===== config.mk =====
export PLATFORM = sky130hd
export DESIGN_NAME = i2c_multi_sniff
export DESIGN_NICKNAME = d
export VERILOG_FILES = /design/src/rtl/i2c_multi_sniff_pkg.sv /design/src/rtl/i2c_multi_sniff_chan.sv /design/src/rtl/i2c_multi_sniff.sv
export SDC_FILE = /design/constraint.sdc
export NUM_CORES = 1
export LEC_CHECK = 0
export BUFFER_PORTS_ARGS = -buffer_cell sky130_fd_sc_hd__buf_2
export CORE_ASPECT_RATIO = 1.75
export CORE_MARGIN = 2
export CORE_UTILIZATION = 55
export DETAILED_ROUTE_END_ITERATION = 8
export HOLD_SLACK_MARGIN = 0.15
export PLACE_DENSITY = 0.74
export REMOVE_ABC_BUFFERS = 1
export SLEW_MARGIN = 20
export SYNTH_ARGS = -nofsm -noshare
export SYNTH_HDL_FRONTEND = slang
export SYNTH_SLANG_ARGS = --single-unit
export TNS_END_PERCENT = 10

===== constraint.sdc =====
create_clock -name clk -period 3.7 [get_ports clk]
set_clock_uncertainty 0.15 [all_clocks]
set_input_delay 0.555 -clock clk [delete_from_list [all_inputs] [get_ports clk]]
set_output_delay 0.555 -clock clk [all_outputs]
set_load 0.01 [all_outputs]

===== src/rtl/i2c_multi_sniff_pkg.sv =====
// Shared types for the multi-channel I2C sniffer: record layout, decoder
// FSM states and the bus ACK polarity.
package i2c_multi_sniff_pkg;

    localparam int   REC_W   = 11;
    localparam logic ACK_POL = 1'b0;

    typedef enum logic [1:0] {
        ST_IDLE      = 2'd0,
        ST_ADDR_DATA = 2'd1,
        ST_ACK       = 2'd2
    } chan_state_e;

    typedef struct packed {
        logic       sop;
        logic       eot;
        logic [7:0] data;
        logic       ack;
    } rec_t;

    function automatic rec_t eot_record();
        rec_t r;
        r     = '0;
        r.eot = 1'b1;
        return r;
    endfunction

endpackage


===== src/rtl/i2c_multi_sniff_chan.sv =====
// Single-bus decoder: synchronises SCL/SDA, finds START/STOP and SCL rising
// edges, and emits one registered record per byte or STOP.
module i2c_chan_decoder
    import i2c_multi_sniff_pkg::*;
#(
    parameter int SYNC_STAGES = 2
) (
    input  logic i_clk,
    input  logic i_reset,
    input  logic i_scl,
    input  logic i_sda,
    output logic o_rec_valid,
    output rec_t o_rec
);

    logic [SYNC_STAGES-1:0] r_scl_sync;
    logic [SYNC_STAGES-1:0] r_sda_sync;
    logic                   r_scl_prev;
    logic                   r_sda_prev;
    logic                   w_scl_cur;
    logic                   w_sda_cur;
    logic                   w_scl_rise;
    logic                   w_start;
    logic                   w_stop;
    chan_state_e            r_state;
    chan_state_e            w_state_nx;
    logic [2:0]             r_cnt;
    logic [2:0]             w_cnt_nx;
    logic [7:0]             r_shift;
    logic [7:0]             w_shift_nx;
    logic                   r_sop;
    logic                   w_sop_nx;
    logic                   w_push;
    rec_t                   w_rec;
    logic                   r_rec_valid;
    rec_t                   r_rec;

    // Synchronisers idle high so leaving reset never looks like a START.
    always_ff @(posedge i_clk) begin
        if (i_reset) begin
            r_scl_sync <= '1;
            r_sda_sync <= '1;
            r_scl_prev <= 1'b1;
            r_sda_prev <= 1'b1;
        end else begin
            r_scl_sync <= {r_scl_sync[SYNC_STAGES-2:0], i_scl};
            r_sda_sync <= {r_sda_sync[SYNC_STAGES-2:0], i_sda};
            r_scl_prev <= r_scl_sync[SYNC_STAGES-1];
            r_sda_prev <= r_sda_sync[SYNC_STAGES-1];
        end
    end

    assign w_scl_cur  = r_scl_sync[SYNC_STAGES-1];
    assign w_sda_cur  = r_sda_sync[SYNC_STAGES-1];
    assign w_scl_rise = w_scl_cur & ~r_scl_prev;
    assign w_start    = r_scl_prev & w_scl_cur & r_sda_prev & ~w_sda_cur;
    assign w_stop     = r_scl_prev & w_scl_cur & ~r_sda_prev & w_sda_cur;

    // Decoder state, bit shifter and record register.
    always_ff @(posedge i_clk) begin
        if (i_reset) begin
            r_state     <= ST_IDLE;
            r_cnt       <= 3'd0;
            r_shift     <= 8'd0;
            r_sop       <= 1'b0;
            r_rec_valid <= 1'b0;
            r_rec       <= '0;
        end else begin
            r_state     <= w_state_nx;
            r_cnt       <= w_cnt_nx;
            r_shift     <= w_shift_nx;
            r_sop       <= w_sop_nx;
            r_rec_valid <= w_push;
            r_rec       <= w_rec;
        end
    end

    // STOP outranks START, which outranks SCL sampling; IDLE ignores SCL.
    always_comb begin
        w_state_nx = r_state;
        w_cnt_nx   = r_cnt;
        w_shift_nx = r_shift;
        w_sop_nx   = r_sop;
        w_push     = 1'b0;
        w_rec      = '0;
        if (w_stop) begin
            w_state_nx = ST_IDLE;
            w_cnt_nx   = 3'd0;
            w_shift_nx = 8'd0;
            if (r_state != ST_IDLE) begin
                w_push = 1'b1;
                w_rec  = eot_record();
            end else begin
                w_push = 1'b0;
            end
        end else if (w_start) begin
            w_state_nx = ST_ADDR_DATA;
            w_cnt_nx   = 3'd0;
            w_shift_nx = 8'd0;
            w_sop_nx   = 1'b1;
        end else if (w_scl_rise) begin
            case (r_state)
                ST_ADDR_DATA: begin
                    w_shift_nx = {r_shift[6:0], w_sda_cur};
                    w_cnt_nx   = r_cnt + 3'd1;
                    if (r_cnt == 3'd7) begin
                        w_state_nx = ST_ACK;
                    end else begin
                        w_state_nx = ST_ADDR_DATA;
                    end
                end
                ST_ACK: begin
                    w_push     = 1'b1;
                    w_rec.sop  = r_sop;
                    w_rec.data = r_shift;
                    w_rec.ack  = w_sda_cur;
                    w_sop_nx   = 1'b0;
                    w_cnt_nx   = 3'd0;
                    w_state_nx = ST_ADDR_DATA;
                end
                default: begin
                    w_state_nx = ST_IDLE;
                end
            endcase
        end else begin
            w_push = 1'b0;
        end
    end

    assign o_rec_valid = r_rec_valid;
    assign o_rec       = r_rec;

endmodule


===== src/rtl/i2c_multi_sniff.sv =====
// Multi-bus I2C sniffer top: one decoder and record FIFO per channel, merged
// by a round-robin arbiter into a registered valid/ready output.
module i2c_multi_sniff
    import i2c_multi_sniff_pkg::*;
#(
    parameter int CHANNELS    = 2,
    parameter int FIFO_DEPTH  = 4,
    parameter int SYNC_STAGES = 2,
    localparam int CW         = (CHANNELS > 1) ? $clog2(CHANNELS) : 1
) (
    input  logic                clk,
    input  logic                reset,
    input  logic [CHANNELS-1:0] scl,
    input  logic [CHANNELS-1:0] sda,
    output logic                out_valid,
    input  logic                out_ready,
    output logic [8:0]          out_data,
    output logic [CW-1:0]       out_chan,
    output logic                out_sop,
    output logic                out_eot,
    output logic [CHANNELS-1:0] overflow
);

    localparam int             AW      = $clog2(FIFO_DEPTH);
    localparam logic [AW:0]    DEPTH_L = (AW+1)'(FIFO_DEPTH);
    localparam logic [CW-1:0]  LAST_CH = CW'(CHANNELS-1);

    logic [CHANNELS-1:0] w_dec_valid;
    rec_t                w_dec_rec [CHANNELS];
    logic [REC_W-1:0]    r_mem     [CHANNELS][FIFO_DEPTH];
    logic [AW:0]         r_wptr    [CHANNELS];
    logic [AW:0]         r_rptr    [CHANNELS];
    logic [CHANNELS-1:0] r_overflow;
    logic [CHANNELS-1:0] w_pop;
    logic [CHANNELS-1:0] w_wr;
    logic [CHANNELS-1:0] w_drop;
    logic [CHANNELS-1:0] w_avail;
    rec_t                w_head    [CHANNELS];
    logic                r_out_valid;
    rec_t                r_out_rec;
    logic [CW-1:0]       r_out_chan;
    logic [CW-1:0]       r_rr_ptr;
    logic                w_hs;
    logic [CW-1:0]       w_ptr_eff;
    logic [CW-1:0]       w_cand;
    logic [CW-1:0]       w_grant;
    logic                w_found;

    for (genvar g = 0; g < CHANNELS; g++) begin : g_chan
        i2c_chan_decoder #(.SYNC_STAGES(SYNC_STAGES)) u_dec (
            .i_clk       (clk),
            .i_reset     (reset),
            .i_scl       (scl[g]),
            .i_sda       (sda[g]),
            .o_rec_valid (w_dec_valid[g]),
            .o_rec       (w_dec_rec[g])
        );
    end

    assign w_hs      = r_out_valid & out_ready;
    assign w_ptr_eff = w_hs ? ((r_out_chan == LAST_CH) ? CW'(0) : r_out_chan + CW'(1)) : r_rr_ptr;

    // The presented record stays in its FIFO until accepted, so look past it
    // when it is being popped to keep full throughput.
    always_comb begin
        for (int c = 0; c < CHANNELS; c++) begin
            w_pop[c]   = w_hs && (r_out_chan == CW'(c));
            w_wr[c]    = w_dec_valid[c] && (((r_wptr[c] - r_rptr[c]) != DEPTH_L) || w_pop[c]);
            w_drop[c]  = w_dec_valid[c] && ((r_wptr[c] - r_rptr[c]) == DEPTH_L) && !w_pop[c];
            w_avail[c] = (r_wptr[c] - r_rptr[c]) != (AW+1)'(w_pop[c]);
            w_head[c]  = r_mem[c][r_rptr[c][AW-1:0] + AW'(w_pop[c])];
        end
    end

    // Round-robin search starting at the (possibly just advanced) pointer.
    always_comb begin
        w_found = 1'b0;
        w_grant = '0;
        w_cand  = w_ptr_eff;
        for (int i = 0; i < CHANNELS; i++) begin
            if (!w_found && w_avail[w_cand]) begin
                w_found = 1'b1;
                w_grant = w_cand;
            end else begin
                w_found = w_found;
            end
            w_cand = (w_cand == LAST_CH) ? CW'(0) : w_cand + CW'(1);
        end
    end

    // FIFO pointers and sticky overflow flags.
    always_ff @(posedge clk) begin
        if (reset) begin
            for (int c = 0; c < CHANNELS; c++) begin
                r_wptr[c] <= '0;
                r_rptr[c] <= '0;
            end
            r_overflow <= '0;
        end else begin
            for (int c = 0; c < CHANNELS; c++) begin
                if (w_wr[c]) r_wptr[c] <= r_wptr[c] + (AW+1)'(1);
                if (w_pop[c]) r_rptr[c] <= r_rptr[c] + (AW+1)'(1);
            end
            r_overflow <= r_overflow | w_drop;
        end
    end

    // FIFO storage; contents are don't-care while the pointers say empty.
    always_ff @(posedge clk) begin
        for (int c = 0; c < CHANNELS; c++) begin
            if (w_wr[c]) r_mem[c][r_wptr[c][AW-1:0]] <= w_dec_rec[c];
        end
    end

    // Output register: reload when idle or on a handshake, otherwise hold.
    always_ff @(posedge clk) begin
        if (reset) begin
            r_out_valid <= 1'b0;
            r_out_rec   <= '0;
            r_out_chan  <= '0;
            r_rr_ptr    <= '0;
        end else begin
            if (w_hs) r_rr_ptr <= w_ptr_eff;
            if (w_hs || !r_out_valid) begin
                r_out_valid <= w_found;
                if (w_found) begin
                    r_out_rec  <= w_head[w_grant];
                    r_out_chan <= w_grant;
                end
            end
        end
    end

    assign out_valid = r_out_valid;
    assign out_data  = {r_out_rec.data, r_out_rec.ack};
    assign out_chan  = r_out_chan;
    assign out_sop   = r_out_rec.sop;
    assign out_eot   = r_out_rec.eot;
    assign overflow  = r_overflow;

endmodule

* Yosys cells after proc, flatten, opt, wreduce, memory -nomap -nowiden *
Memories as Yosys holds them, arrays and structs flattened.
Index checks and enable logic that the tools add are counted.

operators by class
  eq/ne operators = 12
  muxes and demuxes = 88
  $add $sub $neg = 12
  magnitude comparators = 9
  reduce and logical (&&, ||, !) cells = 39
  bitwise logic cells = 32

operators with widths
  operator             count
  $mux 11              9
  $mux 44              2
  $mux 9               8
  $mux 1               53
  $bmux 11 s2          2
  $demux 11 s2         2
  $mux 10              2
  $add 3x1->3 const B  6
  $reduce_bool 2->1    8
  $and 1x1->1          13
  $eq 3x3->1 const B   4
  $ge 3x3->1 const B   4
  $mux 3               4
  $not 2->3            4
  $pmux 3 s2           2
  $logic_and 1x1->1    11
  $reduce_and 2->1     5
  $not 1->1            9
  $pmux 2 s2           2
  $reduce_or 2->1      4
  $lt 3x1->1 const B   2
  $ne 3x1->1           2
  $ne 3x3->1 const B   2
  $reduce_and 3->1     2
  14 further kinds     30

storage, ports and cells
  word-level logic and storage cells = 231
  input bits = 7
  output and inout bits = 15
  register bits = 80
  memories kept = 3
  bits in writable memories = 100

memories
  name    words  width  read ports  clocked after Yosys merged registers in  wr ports  RTL line               source
  r_mem   2      44     2           0                                        2         i2c_multi_sniff.sv:30  logic [REC_W-1:0] r_mem [CHANNELS][FIFO_DEPTH];
  r_rptr  2      3      2           0                                        2         i2c_multi_sniff.sv:32  logic [AW:0] r_rptr [CHANNELS];
  r_wptr  2      3      2           0                                        2         i2c_multi_sniff.sv:31  logic [AW:0] r_wptr [CHANNELS];

* Logic depth before layout (Yosys ltp) *
Gate-level depths: netlist (run 1).

  word-level depth = 13
  depth in mapped cells = 9
  mapped depth without buffers = 8

* By module *
A second synthesis (run 1) with hierarchy kept.

unflattened totals
  cell total of the unflattened synthesis = 503
  area total of the unflattened synthesis = 7076.8 um^2

modules (own cells, without submodules)
  module            area each (um^2)  times used  cells an instance
  i2c_multi_sniff   4807.1            1           271
  i2c_chan_decoder  1134.8            2           116

* Worst setup path after synthesis (run 1) *
Ideal clock, no wire load.

  path kind = register -> register
  start point = mem r_wptr[0][3] in the netlist's numbering
  end point = mem r_mem[0][44] in the netlist's numbering (enable)
  data required time = 3201 ps
  arrival = 2114 ps
  clock period less this slack = 2614 ps
  path slack = 1086 ps
  path buffers = 0
  stages on the path, launching flop included = 8
  setup time = 349 ps
  path through = edfxtp_1 inv_1 ha_1 fa_1 xor2_1 xnor2_2 o21a_1 and2_1

RTL lines
  item             RTL line
  start, declared  i2c_multi_sniff.sv:31
  end, declared    i2c_multi_sniff.sv:30

==> results of run 1 <==
-- timing repair --
item / 4_1_cts / 5_1_grt
hold buffers: 1 / 0
resized for setup: 0 / 0
hold endpoints to repair: 1 / 0
-- flip-flops by register name (all words and copies together) (netlist names), 2 cells and up --
register                  flops
g_chan.u_dec.o_rec           22
g_chan.u_dec.o_rec_valid      2
g_chan.u_dec.r_cnt            6
g_chan.u_dec.r_scl_prev       2
g_chan.u_dec.r_scl_sync       4
g_chan.u_dec.r_sda_prev       2
g_chan.u_dec.r_sda_sync       4
g_chan.u_dec.r_shift         16
g_chan.u_dec.r_sop            2
g_chan.u_dec.r_state          4
out_data                      9
overflow                      2
r_mem                        88
r_rptr                        6
r_wptr                        6
-- per-stage QoR --
step	power [W]	worst slack [ns]	hold WS (ns)	utilization, %
after global routing	0.00418	0.410	0.156	63.0
after global placement	0.00246	0.732	0.237	58.6
after CTS	0.00407	0.582	0.154	63.0
final	0.00403	0.572	0.171	63.0
after floorplan	0.00239	0.894	0.233	-
after detailed placement	0.00247	0.598	0.247	58.6
-- logic make-up after synthesis --
logic type	after synthesis
AOI/OAI and AO/OA	51
xor gates and xnor gates	11
buffers and inverters	36
DFF	180
adders and majority gates	26
and+or+nand+nor	162
muxes	35
-- power by group --
part | switching, W | internal, W | leakage [nW]
Sequential | 0.0000237 | 0.00212 | 1.44
Combinational | 0.000153 | 0.000124 | 1.01
Clock | 0.000743 | 0.000866 | 0.256
Total | 0.000920 | 0.00311 | 2.71
-- path summary, 6_finish.rpt --
path	startpoint	to	slack, ns	cells after the start
worst max-delay path	r_wptr[0][3]$_SDFFCE_PN0P_	out_data[2]$_SDFFE_PP0P_	0.57	8
worst min-delay path	sda[0]	g_chan[0].u_dec.r_sda_sync[0]$_SDFF_PP1_	0.17	2
worst max register to register	r_wptr[0][3]$_SDFFCE_PN0P_	out_data[2]$_SDFFE_PP0P_	0.57	8
worst min register to register	g_chan[0].u_dec.r_sda_sync[0]$_SDFF_PP1_	g_chan[0].u_dec.r_sda_sync[1]$_SDFF_PP1_	0.25	1
-- cells in the final DEF, fill, tap and decap left out, types with 2 or more instances in the layout --
cell,instances
clkinvlp_4,2
ha_1,24
nand3_1,18
buf_4,5
or2_2,8
buf_2,21
o22ai_1,2
a211oi_1,2
nand2b_1,5
nor3b_1,4
nor2b_1,4
clkinv_1,2
a31o_2,2
nand4b_1,2
inv_6,2
nand4_1,2
fa_1,2
mux4_2,22
inv_1,15
xnor2_1,4
nor2_1,44
xor2_1,5
nand2_1,26
or2_1,9
and2_1,28
and3b_1,4
mux2i_1,13
clkinv_4,4
a21oi_1,29
a22oi_1,2
edfxtp_1,100
nor3_1,5
clkbuf_16,17
dfxtp_1,80
a211oi_2,9
-- layer usage --
layer  global-route usage [%]  up-vias  part of all wire [%]
met4                     5.97        0                   1.2
met3                     4.83        9                   1.8
met5                        0        -                     0
li1                         -     1856                     -
met1                     21.5     1837                    41
met2                     33.0       51                    56
-- layout make-up --
cell class              count  area, sq um
inverters                  16         60.1
repair buffers             27          153
well taps                 168          210
clock buffers              18          429
flip-flops and latches    180         4600
multi-input cells         285         2310
fillers                   944         4620
clock inverters            13          108
-- critical path, cell delays in order (launching register included) --
cell and delay [ns]:
edfxtp_1 0.40, inv_1 0.10, ha_1 0.24, fa_1 0.58, nand2b_1 0.06, mux2i_1 0.36
a41oi_2 0.60, buf_4 0.37, a211oi_2 0.18
==> out/summary.txt, run 1 <==
outcome: finished, final reports clean
Rows: 54
Skew-Pair Late Insertion Delay: 0.41 ns
Reg clk slew, reported paths: 0.07 ns
number of global-route vias before repair: 3900
unrepaired setup endpoints after global routing: false
Synth area leaders: edfxtp_1, dfxtp_1, mux4_2, ha_1, and2_1
CTS Sinks: 180
Die ar.: 13800 sq um
Compound-Gate Fraction of Synth Area: 5.45%
Antenna Diode Count: 0
Hold Violations, Final: 0
H-tree depth: 4
share of cells above drive strength 1: 18.7%
vias per inst: 5.31
ys async rst share: 0%
Slew HR: 30.6%
top cells by count, synth: edfxtp_1, dfxtp_1, nor2_1, a21oi_1, and2_1
Peak Freq: 0.320 GHz
IO Port Bufs: 21
Finished Layout Cells: 707
grt total ovfl: 0
Yosys reg bits: 180
type of destination of the critical path: flop
first-pass GRT wire length: 19.2 mm
Max IR drop VDD: 0.000356 V
number of synthesized flops with an enable pin: 100
Placer Congestion: 0.781
Synth Area in Adders: 4.82%
Placed Area: 7330 sq um
nets@finish: 560
final instance area: 7880 sq um
initial core utilization: 56.5%
CTS Root Cell: clkbuf_16
post-synth top area share: 42.5%
DRT Pass-1 Iters: 4
Slew Viols, Final: 0
Detail Route Antenna Nets: 0
Mean Syn Cell Area: 14.1 sq um
worst-path fanout max: 21
Leak: 2.71 nW
# setup viols final: 0
Seq/Total Area, Yosys: 65.1%
Ports: 22
Post-Syn Instances: 501
largest family of logic cells by synthesized area: simple AND/OR/NAND/NOR gates
area leader, netlist: edfxtp_1
setup TNS: 0 ns
Critical Path AT: 3.32 ns
Worst Hold Class: in2reg
ys flop type: edfxtp_1
largest net degree at the start of global routing: 30
Synth Area in XOR/XNOR: 1.66%
max cap viols: 0
die width: 89.7 um
chip height: 154 um
Placed Cells: 675
count of cell types in the netlist: 43
post-synthesis mux area share: 8.85%
worst path required time: 3.89 ns
CTS tree: yes
post-DP HPWL: 8.08 mm
core footprint: 12500 sq um
Tot GR Track Use: 18.7%
final WL: 11.7 mm
Least-Margin Pin Slew: 1.04 ns
startpoint types: flop
Ys Warns: 0
Simple-Gate Fraction of Synth Area: 11.9%
crit path kind: reg2reg
initial antenna violation count: 0
mapped cell area: 7070 sq um
Final min period: 3.13 ns
Longest Clk Path Bufs: 2
DR WL/cell: 16.6 um
Post-CTS Setup Bufs: 0
count leader, synth: edfxtp_1
via count: 3753
final cycle utilization of the critical path: 84.5%
number of CTS-inserted buffers: 17
DRT iter0 DRCs: 145
area growth from synthesis to layout: 11.4%
detailed-route DRC error count: 0
PwrDens: 512 nW/um^2
No activity file was read; power rests on OpenSTA's default activity.
==> run 2, diff against run 1 <==
Settings changed: PLACE_DENSITY 0.74 to 0.77.
Clock period 3.7 ns to 2.63 ns, I/O delays scaled along.
==> out/summary.txt, run 2 (synthesis results as in run 1) <==
initial core utilization: 56.5% (unchanged)
Ports: 22 (unchanged)
Critical Path AT: 2.78 ns (was 3.32 ns)
worst path bufs/invs: 3 (was 2)
Leak: 2.93 nW (was 2.71 nW)
slowest CP cell: fa_2 (was a41oi_2)
Placer Congestion: 0.813 (was 0.781)
WHS Path Cells: 2 (unchanged)
Reg2Reg Launch Point: r_wptr[0][3]$_SDFFCE_PN0P_ (unchanged)
multi-input logic area: 2370 sq um (was 2310 sq um)
Slew Viols, Final: 0 (unchanged)
# setup viols final: 0 (unchanged)
DRT Pass-1 Iters: 4 (unchanged)
RR Endpoint: out_data[0]$_SDFFE_PP0P_ (was out_data[2]$_SDFFE_PP0P_)
IO Port Bufs: 21 (unchanged)
R2R depth: 10 (was 8)
Cell Chain, Critical Path: inv_1 > ha_2 > fa_2 > nand2b_1 > mux2i_1 > buf_4 > a41oi_4 > buf_12 > nor2_1 > a211oi_1 (was inv_1 > ha_1 > fa_1 > nand2b_1 > mux2i_1 > a41oi_2 > buf_4 > a211oi_2)
Placed Cells: 694 (was 675)
Layout fillers: 814 (was 944)
number of global-route vias before repair: 4096 (was 3900)
most frequent cells in the layout: edfxtp_1, dfxtp_1, nor2_1, a21oi_1, and2_1 (unchanged)
Slew HR: 63.0% (was 30.6%)
total power: 0.00607 W (was 0.00403 W)
CTS Root Cell: clkbuf_16 (unchanged)
H-tree depth: 4 (unchanged)
post-layout util: 67.2% (was 63.0%)
initial antenna violation count: 0 (unchanged)
PwrDens: 723 nW/um^2 (was 512 nW/um^2)
DR WL/cell: 17.4 um (was 16.6 um)
Detail Route Antenna Nets: 0 (unchanged)
Max IR drop VDD: 0.000465 V (was 0.000356 V)
Longest Clk Path Bufs: 2 (unchanged)
largest net degree at the start of global routing: 28 (was 30)
share of cells above drive strength 1: 24.2% (was 18.7%)
first-pass GRT wire length: 20.1 mm (was 19.2 mm)
nets@finish: 587 (was 560)
Die ar.: 13800 sq um (unchanged)
Tot GR Track Use: 19.7% (was 18.7%)
Skew-Pair Late Insertion Delay: 0.42 ns (was 0.41 ns)
max cap viols: 0 (unchanged)
Worst Hold Class: in2reg (unchanged)
vias per inst: 5.43 (was 5.31)
cell depth of the worst setup path: 10 (was 8)
Rows: 54 (unchanged)
grt total ovfl: 0 (unchanged)
Final min period: 2.61 ns (was 3.13 ns)
Max stage delay on crit path: 0.44 ns (was 0.60 ns)
Antenna Diode Count: 0 (unchanged)
register area: 4600 sq um (unchanged)
via count: 3992 (was 3753)
max reg flops: 88 (unchanged)
worst-path fanout max: 6 (was 21)
worst path required time: 2.80 ns (was 3.89 ns)
worst hold start: reset (was sda[0])
Peak Freq: 0.383 GHz (was 0.320 GHz)
post-DP HPWL: 8.18 mm (was 8.08 mm)
Finished Layout Cells: 735 (was 707)
startpoint types: flop (unchanged)
Reg clk slew, reported paths: 0.07 ns (about the same)
DRT iter0 DRCs: 283 (was 145)
dpl ws: -0.00217 ns (was 0.598 ns)
CTS tree: yes (unchanged)
outcome: finished, final reports clean (unchanged)
crit path kind: reg2reg (unchanged)
CTS Sinks: 180 (unchanged)
detailed-route DRC error count: 0 (unchanged)
r2r setup slk: 0.02 ns (was 0.57 ns)
number of CTS-inserted buffers: 17 (unchanged)
kind of cell adding the most delay to the critical path: adder cells (unchanged)
final WL: 12.8 mm (was 11.7 mm)
area growth from synthesis to layout: 18.8% (was 11.4%)
Least-Margin Pin Slew: 0.553 ns (was 1.04 ns)
type of destination of the critical path: flop (unchanged)
worst setup margin: 0.0185 ns (was 0.572 ns)
core footprint: 12500 sq um (unchanged)
final cycle utilization of the critical path: 99.3% (was 84.5%)
Hold Violations, Final: 0 (unchanged)
chip height: 154 um (unchanged)
setup TNS: 0 ns (unchanged)
Worst Hold Endpoint: g_chan[0].u_dec.r_sop$_SDFFE_PP0P_ (was g_chan[0].u_dec.r_sda_sync[0]$_SDFF_PP1_)
die width: 89.7 um (unchanged)
commonest non-fill, non-tap cell in the layout: edfxtp_1 (unchanged)
## run 2: changes by cell type in the layout (fill, tap and decap cells not counted), sizes merged
cell,change
buf,+22
clkinv,-5
clkbuf,+4
dlygate4sd3,+3
inv,+3
bufinv,+2
clkinvlp,-1
## run 2: worst max-delay path by stage
stage | start | to
floorplan | r_wptr[0][3]$_SDFFCE_PN0P_ | out_chan$_SDFFE_PP0P_
global placement | r_wptr[0][3]$_SDFFCE_PN0P_ | r_mem[0][73]$_DFFE_PP_
detailed placement | r_wptr[0][3]$_SDFFCE_PN0P_ | out_eot$_SDFFE_PP0P_
CTS | r_wptr[0][0]$_SDFFCE_PN0P_ | out_data[4]$_SDFFE_PP0P_
global route | r_wptr[0][3]$_SDFFCE_PN0P_ | out_data[5]$_SDFFE_PP0P_
finish | r_wptr[0][3]$_SDFFCE_PN0P_ | out_data[0]$_SDFFE_PP0P_
## run 2: timing repair
action                                  CTS  global route
endpoints found under the setup margin   46            89
pin swaps                                 1             2
resized for setup                         3            12
hold buffers                              4             0
hold endpoints to repair                  4             0
gates cloned                              0             2
buffers inserted                          0             3
## run 2: report_power, final
group | total [W] | switching (W) | internal (W) | leakage [nW]
Sequential | 0.00302 | 0.0000305 | 0.00299 | 1.44
Clock | 0.00255 | 0.00109 | 0.00146 | 0.293
Combinational | 0.000504 | 0.000255 | 0.000248 | 1.20
Total | 0.00607 | 0.00137 | 0.00470 | 2.93
## run 2: cell type report
type                       instances  share of cell area (%)
clock buffer                      20                    5.32
multi-input combinational        285                    28.2
clock inverter                    12                    1.89
inverter                          16                   0.715
tap                              168                    2.50
timing repair buffer              54                    6.53
sequential                       180                    54.9
## run 2: per-layer routing
metal  vias up  share of wire (%)  global-route usage (%)
li1       1909                  -                       -
met1      1981                 39                    22.2
met2        85                 56                    34.9
met3        17                3.1                    4.62
met4         0                2.2                    7.60
met5         -                  0                       0
## run 2: per-stage QoR
stage | hold WS, ns | instance area [sq um]
after floorplan | 0.233 | 6980
after global placement | 0.239 | 7600
after detailed placement | 0.239 | 7600
after CTS | 0.171 | 8260
after global routing | 0.206 | 8390
final | 0.181 | 8390
==> run 3, diff against run 2 <==
Settings changed: CORE_UTILIZATION 55 to 40, PLACE_DENSITY 0.77 to 0.59.
==> out/summary.txt, run 3 (synthesis results as in run 1) <==
crit path kind: reg2reg (unchanged)
largest net degree at the start of global routing: 24 (was 28)
Hold Violations, Final: 0 (unchanged)
initial antenna violation count: 0 (unchanged)
Reg clk slew, reported paths: 0.07 ns (about the same)
# setup viols final: 0 (unchanged)
setup TNS: 0 ns (unchanged)
PwrDens: 711 nW/um^2 (was 723 nW/um^2)
outcome: finished, final reports clean (unchanged)
share of cells above drive strength 1: 24.8% (was 24.2%)
Worst Hold Class: in2reg (unchanged)
most frequent cells in the layout: edfxtp_1, dfxtp_1, nor2_1, a21oi_1, and2_1 (unchanged)
Max IR drop VDD: 0.000350 V (was 0.000465 V)
unrepaired setup endpoints after global routing: true
CP startpoint: r_wptr[0][3]$_SDFFCE_PN0P_ (unchanged)
area growth from synthesis to layout: 19.8% (was 18.8%)
max reg flops: 88 (unchanged)
Slew Viols, Final: 0 (unchanged)
Reg2Reg Launch Point: r_wptr[0][3]$_SDFFCE_PN0P_ (unchanged)
Least-Margin Pin Slew: 0.536 ns (was 0.553 ns)
R2R depth: 10 (unchanged)
worst path required time: 2.79 ns (was 2.80 ns)
Antenna Diode Count: 0 (unchanged)
Longest Clk Path Bufs: 2 (unchanged)
via count: 3840 (was 3992)
detailed-route DRC error count: 0 (unchanged)
worst hold start: reset (unchanged)
post-layout util: 48.7% (was 67.2%)
Skew-Pair Late Insertion Delay: 0.42 ns (about the same)
number of CTS-inserted buffers: 17 (unchanged)
Hold WS: 0.160 ns (was 0.181 ns)
vias per inst: 4.81 (was 5.43)
Critical Path AT: 2.69 ns (was 2.78 ns)
multi-input logic area: 2370 sq um (about the same)
IO Port Bufs: 21 (unchanged)
Tot GR Track Use: 14.4% (was 19.7%)
Placer Congestion: 0.773 (was 0.813)
max cap viols: 0 (unchanged)
H-tree depth: 4 (unchanged)
Slew HR: 64.2% (was 63.0%)
Cell Chain, Critical Path: inv_1 > ha_1 > fa_1 > xor2_2 > xnor2_2 > buf_4 > o2bb2ai_4 > buf_12 > mux2i_2 > a211oi_2 (was inv_1 > ha_2 > fa_2 > nand2b_1 > mux2i_1 > buf_4 > a41oi_4 > buf_12 > nor2_1 > a211oi_1)
Detail Route Antenna Nets: 0 (unchanged)
startpoint types: flop (unchanged)
die width: 104 um (was 89.7 um)
nets@finish: 588 (was 587)
CTS Sinks: 180 (unchanged)
Die ar.: 18800 sq um (was 13800 sq um)
post-DP HPWL: 8.81 mm (was 8.18 mm)
DRT Pass-1 Iters: 4 (unchanged)
Peak Freq: 0.395 GHz (was 0.383 GHz)
Leak: 2.92 nW (was 2.93 nW)
grt total ovfl: 0 (unchanged)
DR WL/cell: 15.7 um (was 17.4 um)
Rows: 64 (was 54)
Ports: 22 (unchanged)
core footprint: 17400 sq um (was 12500 sq um)
initial core utilization: 40.7% (was 56.5%)
DRT iter0 DRCs: 123 (was 283)
first-pass GRT wire length: 20.8 mm (was 20.1 mm)
CTS Root Cell: clkbuf_16 (unchanged)
register area: 4600 sq um (unchanged)
slowest CP cell: fa_1 (was fa_2)
worst-path fanout max: 12 (was 6)
number of global-route vias before repair: 4080 (was 4096)
final cycle utilization of the critical path: 96.2% (was 99.3%)
CTS tree: yes (unchanged)
WHS Path Cells: 2 (unchanged)
type of destination of the critical path: flop (unchanged)
commonest non-fill, non-tap cell in the layout: edfxtp_1 (unchanged)
Max stage delay on crit path: 0.43 ns (was 0.44 ns)
final WL: 12.6 mm (was 12.8 mm)
Layout fillers: 1501 (was 814)
chip height: 180 um (was 154 um)
Final min period: 2.53 ns (was 2.61 ns)
-- run 3: final timing paths --
check | endpoint | slack, ns
worst min-delay path | g_chan[0].u_dec.r_sop$_SDFFE_PP0P_ | 0.16
worst max-delay path | out_data[0]$_SDFFE_PP0P_ | 0.1
worst min register to register | g_chan[0].u_dec.r_sda_sync[1]$_SDFF_PP1_ | 0.25
worst max register to register | out_data[0]$_SDFFE_PP0P_ | 0.1
-- run 3: critical path, delay by kind of cell, from the launching register on --
kind / cells / cell delay, ns
adders and majority gates: 2 / 0.65
muxes: 1 / 0.25
AOI/OAI and AO/OA: 2 / 0.23
buffers and inverters: 3 / 0.44
xor gates and xnor gates: 2 / 0.32
DFF: 1 / 0.36
-- run 3: power breakdown --
part	internal [W]	switching, W
clock	0.00146	0.00105
sequential	0.00299	0.0000340
combinational	0.000244	0.000244
total	0.00469	0.00133
-- run 3: stage by stage --
step / cell area, sq um / total power (W) / setup WS (ns) / std cells
2_1_floorplan: 6980 / 0.00336 / -0.176 / 481
3_3_place_gp: 7700 / 0.00350 / 0.116 / 761
3_5_place_dp: 7700 / 0.00352 / 0.0310 / 761
4_1_cts: 8350 / 0.00603 / 0.0327 / 797
5_1_grt: 8460 / 0.00625 / -0.0152 / 799
6_report: 8460 / 0.00602 / 0.0992 / 799
-- run 3: area by class of cell --
| cell class | instances | area share, % |
|---|---|---|
| multi-input combinational | 285 | 28.0 |
| sequential | 180 | 54.4 |
| clock buffer | 19 | 5.35 |
| inverter | 16 | 0.710 |
| clock inverter | 13 | 1.73 |
| timing repair buffer | 55 | 6.36 |
| tap | 231 | 3.41 |
-- run 3: routing by layer --
layer | GRT usage (%) | wire, um | share of wire [%] | vias to the layer above
met5 | 0 | 0 | 0 | -
met4 | 6.32 | 264 | 2.1 | 0
met3 | 3.05 | 277 | 2.2 | 15
met2 | 25.8 | 6920 | 55 | 45
met1 | 16.2 | 5110 | 41 | 1867
li1 | - | - | - | 1913
-- run 3: what timing repair did --
| item | 4_1_cts | 5_1_grt |
|---|---|---|
| hold endpoints to repair | 4 | 0 |
| gates cloned | 0 | 1 |
| pin swaps | 0 | 3 |
| endpoints found under the setup margin | 1 | 70 |
| gates resized for setup | 1 | 15 |
| buffers inserted | 0 | 1 |
| hold buffers | 4 | 0 |
